File: config.mk
export PLATFORM = sky130hd
export DESIGN_NAME = readout_calibration_integrator
export DESIGN_NICKNAME = d
export VERILOG_FILES = /design/src/rtl/readout_calibration_integrator.sv
export SDC_FILE = /design/constraint.sdc
export NUM_CORES = 1
export LEC_CHECK = 0
export ABC_AREA = 1
export CORE_MARGIN = 2
export CORE_UTILIZATION = 60
export DETAILED_ROUTE_END_ITERATION = 8
export DONT_BUFFER_PORTS = 1
export GPL_TIMING_DRIVEN = 0
export PLACE_DENSITY = 0.76
export SYNTH_ARGS = -nofsm -noshare
export SYNTH_HDL_FRONTEND = slang
export SYNTH_SLANG_ARGS = --single-unit
File: constraint.sdc
create_clock -name clk -period 10.9 [get_ports clk]
set_input_delay 2.18 -clock clk [delete_from_list [all_inputs] [get_ports clk]]
set_output_delay 2.18 -clock clk [all_outputs]
set_load 0.05 [all_outputs]
File: src/rtl/readout_calibration_integrator.sv
// Receive-side IQ calibration (DC removal, inverse IQ-imbalance matrix) with windowed integration.
// Last accepted sample at t -> valid_out at t+4; ready_in low holds the result in DONE.
module readout_calibration_integrator #(
   parameter int IQ_CALI_WIDTH = 9,
   parameter int ACC_WIDTH     = 20,
   parameter int WINDOW_WIDTH  = 10
) (
   input  logic                     clk,
   input  logic                     rst,
   input  logic [IQ_CALI_WIDTH-1:0] i_in,
   input  logic [IQ_CALI_WIDTH-1:0] q_in,
   input  logic                     valid_in,
   input  logic [IQ_CALI_WIDTH-1:0] dc_offset_i,
   input  logic [IQ_CALI_WIDTH-1:0] dc_offset_q,
   input  logic [IQ_CALI_WIDTH-1:0] alpha_i,
   input  logic [IQ_CALI_WIDTH-1:0] beta_i,
   input  logic [IQ_CALI_WIDTH-1:0] alpha_q,
   input  logic [IQ_CALI_WIDTH-1:0] beta_q,
   input  logic [WINDOW_WIDTH-1:0]  window_len,
   input  logic                     start,
   input  logic                     ready_in,
   output logic                     busy,
   output logic [ACC_WIDTH-1:0]     i_acc_out,
   output logic [ACC_WIDTH-1:0]     q_acc_out,
   output logic                     valid_out,
   output logic                     overflow
);
   localparam int W = IQ_CALI_WIDTH;
   localparam logic [1:0] ST_IDLE  = 2'd0;
   localparam logic [1:0] ST_RUN   = 2'd1;
   localparam logic [1:0] ST_DRAIN = 2'd2;
   localparam logic [1:0] ST_DONE  = 2'd3;

   function automatic logic [W-1:0] sat_w(input logic [W:0] x);
      if (x[W] != x[W-1]) return {x[W], {(W-1){~x[W]}}};
      return x[W-1:0];
   endfunction

   function automatic logic [W-1:0] qmul(input logic [W-1:0] a, input logic [W-1:0] b);
      logic signed [2*W-1:0] p;
      p = (2*W)'($signed(a)) * (2*W)'($signed(b));
      return W'(p >>> (W-1));
   endfunction

   // Returns {saturated_flag, new_accumulator}.
   function automatic logic [ACC_WIDTH:0] acc_add(input logic [ACC_WIDTH-1:0] a, input logic [W-1:0] c);
      logic [ACC_WIDTH:0] s;
      s = {a[ACC_WIDTH-1], a} + {{(ACC_WIDTH+1-W){c[W-1]}}, c};
      if (s[ACC_WIDTH] != s[ACC_WIDTH-1]) return {1'b1, s[ACC_WIDTH], {(ACC_WIDTH-1){~s[ACC_WIDTH]}}};
      return {1'b0, s[ACC_WIDTH-1:0]};
   endfunction

   logic [1:0]              state_q, state_d;
   logic [WINDOW_WIDTH-1:0] n_q, n_d, in_cnt_q, in_cnt_d, out_cnt_q, out_cnt_d;
   logic                    v1_q, v2_q, v3_q, accept;
   logic [W-1:0]            d_i_q, d_q_q, d_i_d, d_q_d;
   logic [W-1:0]            ai_q, bi_q, aq_q, bq_q;
   logic [W-1:0]            p_ia_q, p_qb_q, p_qa_q, p_ib_q;
   logic [W-1:0]            p_ia_d, p_qb_d, p_qa_d, p_ib_d;
   logic [W-1:0]            c_i_q, c_q_q, c_i_d, c_q_d;
   logic [ACC_WIDTH-1:0]    acc_i_q, acc_i_d, acc_q_q, acc_q_d;
   logic [ACC_WIDTH-1:0]    out_i_q, out_i_d, out_q_q, out_q_d;
   logic [ACC_WIDTH:0]      add_i, add_q;
   logic                    ovf_q, ovf_d;

   assign accept = (state_q == ST_RUN) && valid_in && (in_cnt_q < n_q);

   // Coefficients travel with the sample from S1 so mid-window changes only hit later samples.
   always_comb begin
      d_i_d  = sat_w({i_in[W-1], i_in} - {dc_offset_i[W-1], dc_offset_i});
      d_q_d  = sat_w({q_in[W-1], q_in} - {dc_offset_q[W-1], dc_offset_q});
      p_ia_d = qmul(d_i_q, ai_q);
      p_qb_d = qmul(d_q_q, bq_q);
      p_qa_d = qmul(d_q_q, aq_q);
      p_ib_d = qmul(d_i_q, bi_q);
      c_i_d  = sat_w({p_ia_q[W-1], p_ia_q} + {p_qb_q[W-1], p_qb_q});
      c_q_d  = sat_w({p_qa_q[W-1], p_qa_q} + {p_ib_q[W-1], p_ib_q});
      add_i  = acc_add(acc_i_q, c_i_q);
      add_q  = acc_add(acc_q_q, c_q_q);
   end

   always_comb begin
      state_d   = state_q;
      n_d       = n_q;
      in_cnt_d  = in_cnt_q;
      out_cnt_d = out_cnt_q;
      acc_i_d   = acc_i_q;
      acc_q_d   = acc_q_q;
      ovf_d     = ovf_q;
      out_i_d   = out_i_q;
      out_q_d   = out_q_q;
      if (v3_q && (state_q == ST_RUN || state_q == ST_DRAIN)) begin
         acc_i_d   = add_i[ACC_WIDTH-1:0];
         acc_q_d   = add_q[ACC_WIDTH-1:0];
         ovf_d     = ovf_q | add_i[ACC_WIDTH] | add_q[ACC_WIDTH];
         out_cnt_d = out_cnt_q + 1'b1;
      end
      case (state_q)
         ST_IDLE: if (start) begin
            state_d   = ST_RUN;
            n_d       = (window_len == '0) ? WINDOW_WIDTH'(1) : window_len;
            in_cnt_d  = '0;
            out_cnt_d = '0;
            acc_i_d   = '0;
            acc_q_d   = '0;
            ovf_d     = 1'b0;
         end
         ST_RUN: if (accept) begin
            in_cnt_d = in_cnt_q + 1'b1;
            if (in_cnt_d == n_q) state_d = ST_DRAIN;
         end
         ST_DRAIN: if (out_cnt_d == n_q) begin
            state_d = ST_DONE;
            out_i_d = acc_i_d;
            out_q_d = acc_q_d;
         end
         default: if (ready_in) state_d = ST_IDLE;
      endcase
   end

   always_ff @(posedge clk or posedge rst) begin
      if (rst) begin
         state_q <= ST_IDLE;
         n_q <= '0;       in_cnt_q <= '0;  out_cnt_q <= '0;
         v1_q <= 1'b0;    v2_q <= 1'b0;    v3_q <= 1'b0;
         d_i_q <= '0;     d_q_q <= '0;
         ai_q <= '0;      bi_q <= '0;      aq_q <= '0;     bq_q <= '0;
         p_ia_q <= '0;    p_qb_q <= '0;    p_qa_q <= '0;   p_ib_q <= '0;
         c_i_q <= '0;     c_q_q <= '0;
         acc_i_q <= '0;   acc_q_q <= '0;   ovf_q <= 1'b0;
         out_i_q <= '0;   out_q_q <= '0;
      end else begin
         state_q <= state_d;
         n_q <= n_d;      in_cnt_q <= in_cnt_d;  out_cnt_q <= out_cnt_d;
         v1_q <= accept;  v2_q <= v1_q;  v3_q <= v2_q;
         d_i_q <= d_i_d;  d_q_q <= d_q_d;
         ai_q <= alpha_i; bi_q <= beta_i; aq_q <= alpha_q; bq_q <= beta_q;
         p_ia_q <= p_ia_d; p_qb_q <= p_qb_d; p_qa_q <= p_qa_d; p_ib_q <= p_ib_d;
         c_i_q <= c_i_d;  c_q_q <= c_q_d;
         acc_i_q <= acc_i_d; acc_q_q <= acc_q_d; ovf_q <= ovf_d;
         out_i_q <= out_i_d; out_q_q <= out_q_d;
      end
   end

   assign busy      = (state_q != ST_IDLE);
   assign valid_out = (state_q == ST_DONE);
   assign i_acc_out = out_i_q;
   assign q_acc_out = out_q_q;
   assign overflow  = ovf_q;
endmodule

# Yosys cells after proc, flatten, opt, wreduce, memory -nomap -nowiden
# Cells that the tools add are included.
[classes]
magnitude_cmp = 1
mul = 4
bitwise_logic = 8
n_mux = 40
eq_ne = 15
addsub = 8
reduce_logical = 13
[ops]
columns = ["cell", "n"]
rows = [
  ["$mux 20", 6],
  ["$mux 21", 4],
  ["$mux 9", 8],
  ["$mul 9x9->17", 4],
  ["$mux 10", 6],
  ["$add 20x9->21", 2],
  ["$add 10x1->10 const B", 2],
  ["$add 9x9->10", 2],
  ["$eq 10x10->1", 2],
  ["$pmux 10 s2", 1],
  ["$sub 9x9->10", 2],
  ["$logic_not 10->1", 1],
  ["$lt 10x10->1", 1],
  ["$mux 2", 5],
  ["$mux 1", 9],
  ["$ne 1x1->1", 6],
  ["$not 1->1", 6],
  ["$pmux 2 s3", 1],
  ["$reduce_and 5->1", 1],
  ["$eq 2x2->1 const B", 2],
  ["$ne 2x1->1 const B", 2],
  ["$ne 2x2->1 const B", 2],
  ["$reduce_and 2->1", 2],
  ["$reduce_bool 2->1", 2],
  ["7 further kinds", 10],
]
[totals]
register_bits = 224
inputBits = 87
out_inout_bits = 43

# Longest topological paths before layout
[logic_depth]
depth_word = 9
depth_mapped = 22
depth_no_buf = 20

# Worst setup path before layout
# Ideal clock, no wire load.
[synth_timing]
kind = "reg-to-reg"
start = "register d_i_q[7]"
end = "register p_ia_q[7]"
t_arrival_ns = 4.715
setup_slack_ns = 6.068
period_less_slack_ns = 4.832
n_path_buf = 2
path_stages_with_launch = 23
path_cell_list = "dfrtp_1 > clkbuf_1 > clkbuf_1 > nand2_1 > fa_1 > inv_1 > fa_1 > inv_1 > fa_1 > inv_1 > fa_1 > fa_1 > ha_1 > nand2_1 > o21ai_0 > a21oi_1 > nor2_1 > o21ai_0 > nand2_1 > nand2_1 > nand2_1 > nand2_1 > nand2_1"
[synth_via]
elab_chain_len = 1
[synth_rtl]
columns = ["element", "line_no", "rtl"]
rows = [
  ["from (decl)", "56", "logic [W-1:0] d_i_q, d_q_q, d_i_d, d_q_d;"],
  ["from (signal assigned)", "136", "d_i_q <= d_i_d; d_q_q <= d_q_d;"],
  ["$mul 9x9->17", "41", "p = (2*W)'($signed(a)) * (2*W)'($signed(b));"],
  ["net p_ia_d[7]", "59", "logic [W-1:0] p_ia_d, p_qb_d, p_qa_d, p_ib_d;"],
  ["to (signal assigned)", "138", "p_ia_q <= p_ia_d; p_qb_q <= p_qb_d; p_qa_q <= p_qa_d; p_ib_q <= p_ib_d;"],
  ["to (decl)", "58", "logic [W-1:0] p_ia_q, p_qb_q, p_qa_q, p_ib_q;"],
]
# The timed path passes the listed nets, and every way through them passes these cells.
# A chain may end at the register's enable or synchronous reset.

# Worst setup path after layout
[layout_timing]
start = "register d_i_q[3]"
end = "register p_ia_q[7]"
# The elaborated chain is that of the path after synthesis.

==> impl_metrics.json <==
{
  "crit_arrival_ns": 6.11,
  "postSynthCellCount": 3062,
  "crit_top_cell": "nand2_1",
  "syn-cell-area_um2": 24100,
  "synthMuxAreaShare_pct": 0,
  "ant_nets": 0,
  "via_per_inst": 5.36,
  "min_path_type": "flop to flop",
  "start_util_pct": 60.7,
  "gp_congestion": 0.940,
  "synth_nets": 3631,
  "async_flop_share_pct": 100,
  "drt_wl_total_um": 56400,
  "path_buf_inv": 3,
  "grt_overflow": 0,
  "grt_max_degree": 118,
  "grt_setup_unrepaired": "no",
  "drv_cap": 0,
  "cp_top_family": "adder cells",
  "worstPathCellList": "clkbuf_1 -> clkbuf_1 -> nand2_1 -> fa_1 -> fa_1 -> inv_1 -> fa_1 -> fa_1 -> fa_1 -> ha_1 -> nand2_1 -> o21ai_0 -> a21oi_1 -> nor2_1 -> o21ai_0 -> nand2_1 -> nand2_1 -> nand2_1 -> nand2_1 -> nand2_1",
  "dr.pass1.iters": 5,
  "row_count": 73,
  "synth_compound_area_share_pct": 6.22,
  "cts_tree": "yes",
  "avgSynthCellArea_um2": 7.87,
  "fmax_mhz": 176,
  "chipWidth_um": 204,
  "synth_simple_gate_area_share_pct": 22.3,
  "setup_viol_count_final": 0,
  "cts_hold_buf": 0,
  "ys.flop_type": "dfrtp_1",
  "end_kind": "flop",
  "critPathMaxStageDelay_ns": 0.64,
  "die_h_um": 204,
  "critPathMaxFanout": 10,
  "numCtsBuffers": 27,
  "period_share_pct": 52.1,
  "dp_hpwl_um": 45400,
  "drc": 0,
  "postCtsSetupBuffers": 0,
  "fin_worst_skew_ns": 0.0106,
  "yosysWarnings": 0,
  "cts_sinks": 224,
  "start_kind": "flop",
  "ys_seq_area_share_pct": 23.3,
  "clock_path_buffers": 3,
  "synth_top_family_by_area": "adder cells",
  "htreeDepth": 1,
  "worstSetupPathType": "flop to flop",
  "clk_pin_slew_ns": 0.06,
  "ys_ff_latch": 224,
  "synth_fa_ha_area_share_pct": 33.4,
  "ctsRootBufferMaster": "clkbuf_16",
  "grt_pass1_wl_um": 95200,
  "nNetsFinal": 3661,
  "pin_count": 130,
  "slew_headroom_pct": 44.7,
  "die-area_um2": 41800,
  "fin_crit_ns": 5.68,
  "coreArea_um2": 39700,
  "synth_edf_count": 0,
  "grt_pass1_vias": 20000,
  "synth-xor-area-share_pct": 3.96,
  "area_growth_pct": 6.72,
  "slew_viol_final": 0,
  "port_buffers": 0,
  "cts-resized-gates": 0,
  "layout-drive-gt1-share_pct": 4.72,
  "tns_ns": 0,
  "antenna_found_initial": 3,
  "vias": 19500,
  "slowest_stage": "clkbuf_1",
  "track_usage_pct": 28.1,
  "clkLatencyLatePin_ns": 0.55,
  "wire_per_inst_um": 15.5,
  "synth_cell_types": 53,
  "status": "finished, final reports clean",
  "drt_iter0_markers": 1287,
  "worst_pin_slew_ns": 0.829,
  "finalHoldViolCount": 0,
  "cp_data_required_time_ns": 11.33
}
[metal layers]
layer / GRT usage [%] / vias to the layer above / part of all wire [%]
met5: 0 / - / 0
met4: 10.2 / 0 / 3.3
met3: 3.32 / 119 / 5.5
met2: 47.9 / 556 / 48
met1: 37.1 / 9425 / 43
li1: - / 9424 / -
[state kept, by name, indices dropped and copies added (netlist names), 10 cells and up]
| signal | cells |
|---|---|
| in_cnt_q | 10 |
| n_q | 10 |
| out_cnt_q | 10 |
| acc_q_q | 20 |
| i_acc_out | 20 |
| q_acc_out | 20 |
| acc_i_q | 20 |
[synth_stat cells (3+ instances only)]
| library cell | number | area [µm²] |
|---|---|---|
| o21bai_1 | 13 | 97.6 |
| xor2_1 | 69 | 604 |
| fa_1 | 270 | 5410 |
| o21ai_0 | 68 | 340 |
| nor2_1 | 168 | 631 |
| nor3_1 | 14 | 70.1 |
| nand2_2 | 6 | 37.5 |
| nand4_1 | 37 | 231 |
| inv_2 | 10 | 37.5 |
| o21ai_1 | 28 | 140 |
| nand2_1 | 890 | 3340 |
| a21o_1 | 6 | 45.0 |
| xnor2_1 | 40 | 350 |
| and2_1 | 3 | 18.8 |
| ha_1 | 212 | 2650 |
| buf_2 | 17 | 85.1 |
| or2_2 | 47 | 294 |
| nand3b_1 | 7 | 52.6 |
| inv_1 | 572 | 2150 |
| buf_4 | 3 | 22.5 |
| a22o_1 | 3 | 26.3 |
| o211ai_1 | 5 | 37.5 |
| o31ai_1 | 7 | 52.6 |
| dfrtp_1 | 224 | 5610 |
| nor4_1 | 5 | 31.3 |
| a221oi_1 | 4 | 35.0 |
| clkbuf_1 | 71 | 267 |
| a21oi_1 | 102 | 510 |
| nand3_1 | 125 | 626 |
| o211a_1 | 3 | 30.0 |
| buf_6 | 3 | 33.8 |
[cell type report]
cell class | count | area, µm²
clock buffer | 36 | 759
multi-input combinational | 2158 | 15900
tap | 525 | 657
fill | 3399 | 14000
timing repair buffer | 1 | 27.5
clock inverter | 13 | 161
inverter | 582 | 2190
antenna | 3 | 7.51
sequential | 224 | 5610
buffer | 98 | 425
[metrics by stage]
| stage | instance area (µm²) | cells | utilization (%) | hold WS (ns) | setup WS [ns] |
|---|---|---|---|---|---|
| after global placement | 24800 | 3587 | 62.3 | 0.336 | 0.228 |
| final | 25700 | 3640 | 64.8 | 0.368 | 5.22 |
| after floorplan | 24100 | 3062 | - | 0.331 | 2.59 |
| after CTS | 25700 | 3637 | 64.7 | 0.371 | 5.26 |
| after detailed placement | 24800 | 3588 | 62.4 | 0.351 | 5.28 |
| after global routing | 25700 | 3640 | 64.8 | 0.375 | 4.86 |
[cells by family after synthesis]
group | after synthesis
AO/OA/AOI/OAI | 259
AND/OR/NAND/NOR | 1308
XOR/XNOR | 109
flip-flops | 224
adder cells (fa/ha/maj) | 482
buffers and inverters | 680
[layout by cell type, fill, tap and decap left out, types with 4 or more instances in the layout]
cell type | synthesis | final
nand3_1 | 125 | 125
xor2_1 | 69 | 69
nand2_1 | 890 | 890
nand2_2 | 6 | 6
buf_2 | 17 | 17
o21bai_1 | 13 | 13
inv_2 | 10 | 10
inv_1 | 572 | 571
nor3_1 | 14 | 14
a221oi_1 | 4 | 4
fa_1 | 270 | 270
o211ai_1 | 5 | 5
nand4_1 | 37 | 37
clkbuf_16 | 0 | 27
o21ai_0 | 68 | 68
nor4_1 | 5 | 5
clkinvlp_4 | 0 | 4
o21ai_1 | 28 | 28
a21o_1 | 6 | 6
clkbuf_8 | 0 | 5
nor2_1 | 168 | 168
a21oi_1 | 102 | 102
dfrtp_1 | 224 | 224
o31ai_1 | 7 | 7
ha_1 | 212 | 212
or2_2 | 47 | 47
nand3b_1 | 7 | 7
xnor2_1 | 40 | 40
clkbuf_1 | 71 | 75
[worst reg2reg max path: stages, from the launching register on]
cell	delay [ns]
dfrtp_1	0.32
clkbuf_1	0.46
clkbuf_1	0.64
nand2_1	0.16
fa_1	0.51
fa_1	0.55
inv_1	0.05
fa_1	0.46
fa_1	0.51
fa_1	0.41
ha_1	0.33
nand2_1	0.11
o21ai_0	0.08
a21oi_1	0.30
nor2_1	0.09
o21ai_0	0.20
nand2_1	0.11
nand2_1	0.09
nand2_1	0.06
nand2_1	0.06
nand2_1	0.07
[final timing paths]
path / cells past startpoint / slack, ns / startpoint / end
max: 20 / 5.22 / d_i_q[3]$_DFF_PP0_ / p_ia_q[7]$_DFF_PP0_
min: 0 / 0.37 / v2_q$_DFF_PP0_ / v3_q$_DFF_PP0_
max reg2reg: 20 / 5.22 / d_i_q[3]$_DFF_PP0_ / p_ia_q[7]$_DFF_PP0_
min reg2reg: 0 / 0.37 / v2_q$_DFF_PP0_ / v3_q$_DFF_PP0_
max in group asynchronous: 2 / 8.22 / rst / p_qa_q[8]$_DFF_PP0_
min in group asynchronous: 1 / 1.65 / rst / bi_q[1]$_DFF_PP0_
Power is not shown: default switching activity piles up to over one toggle a cycle in this logic, so the estimate is an artifact.
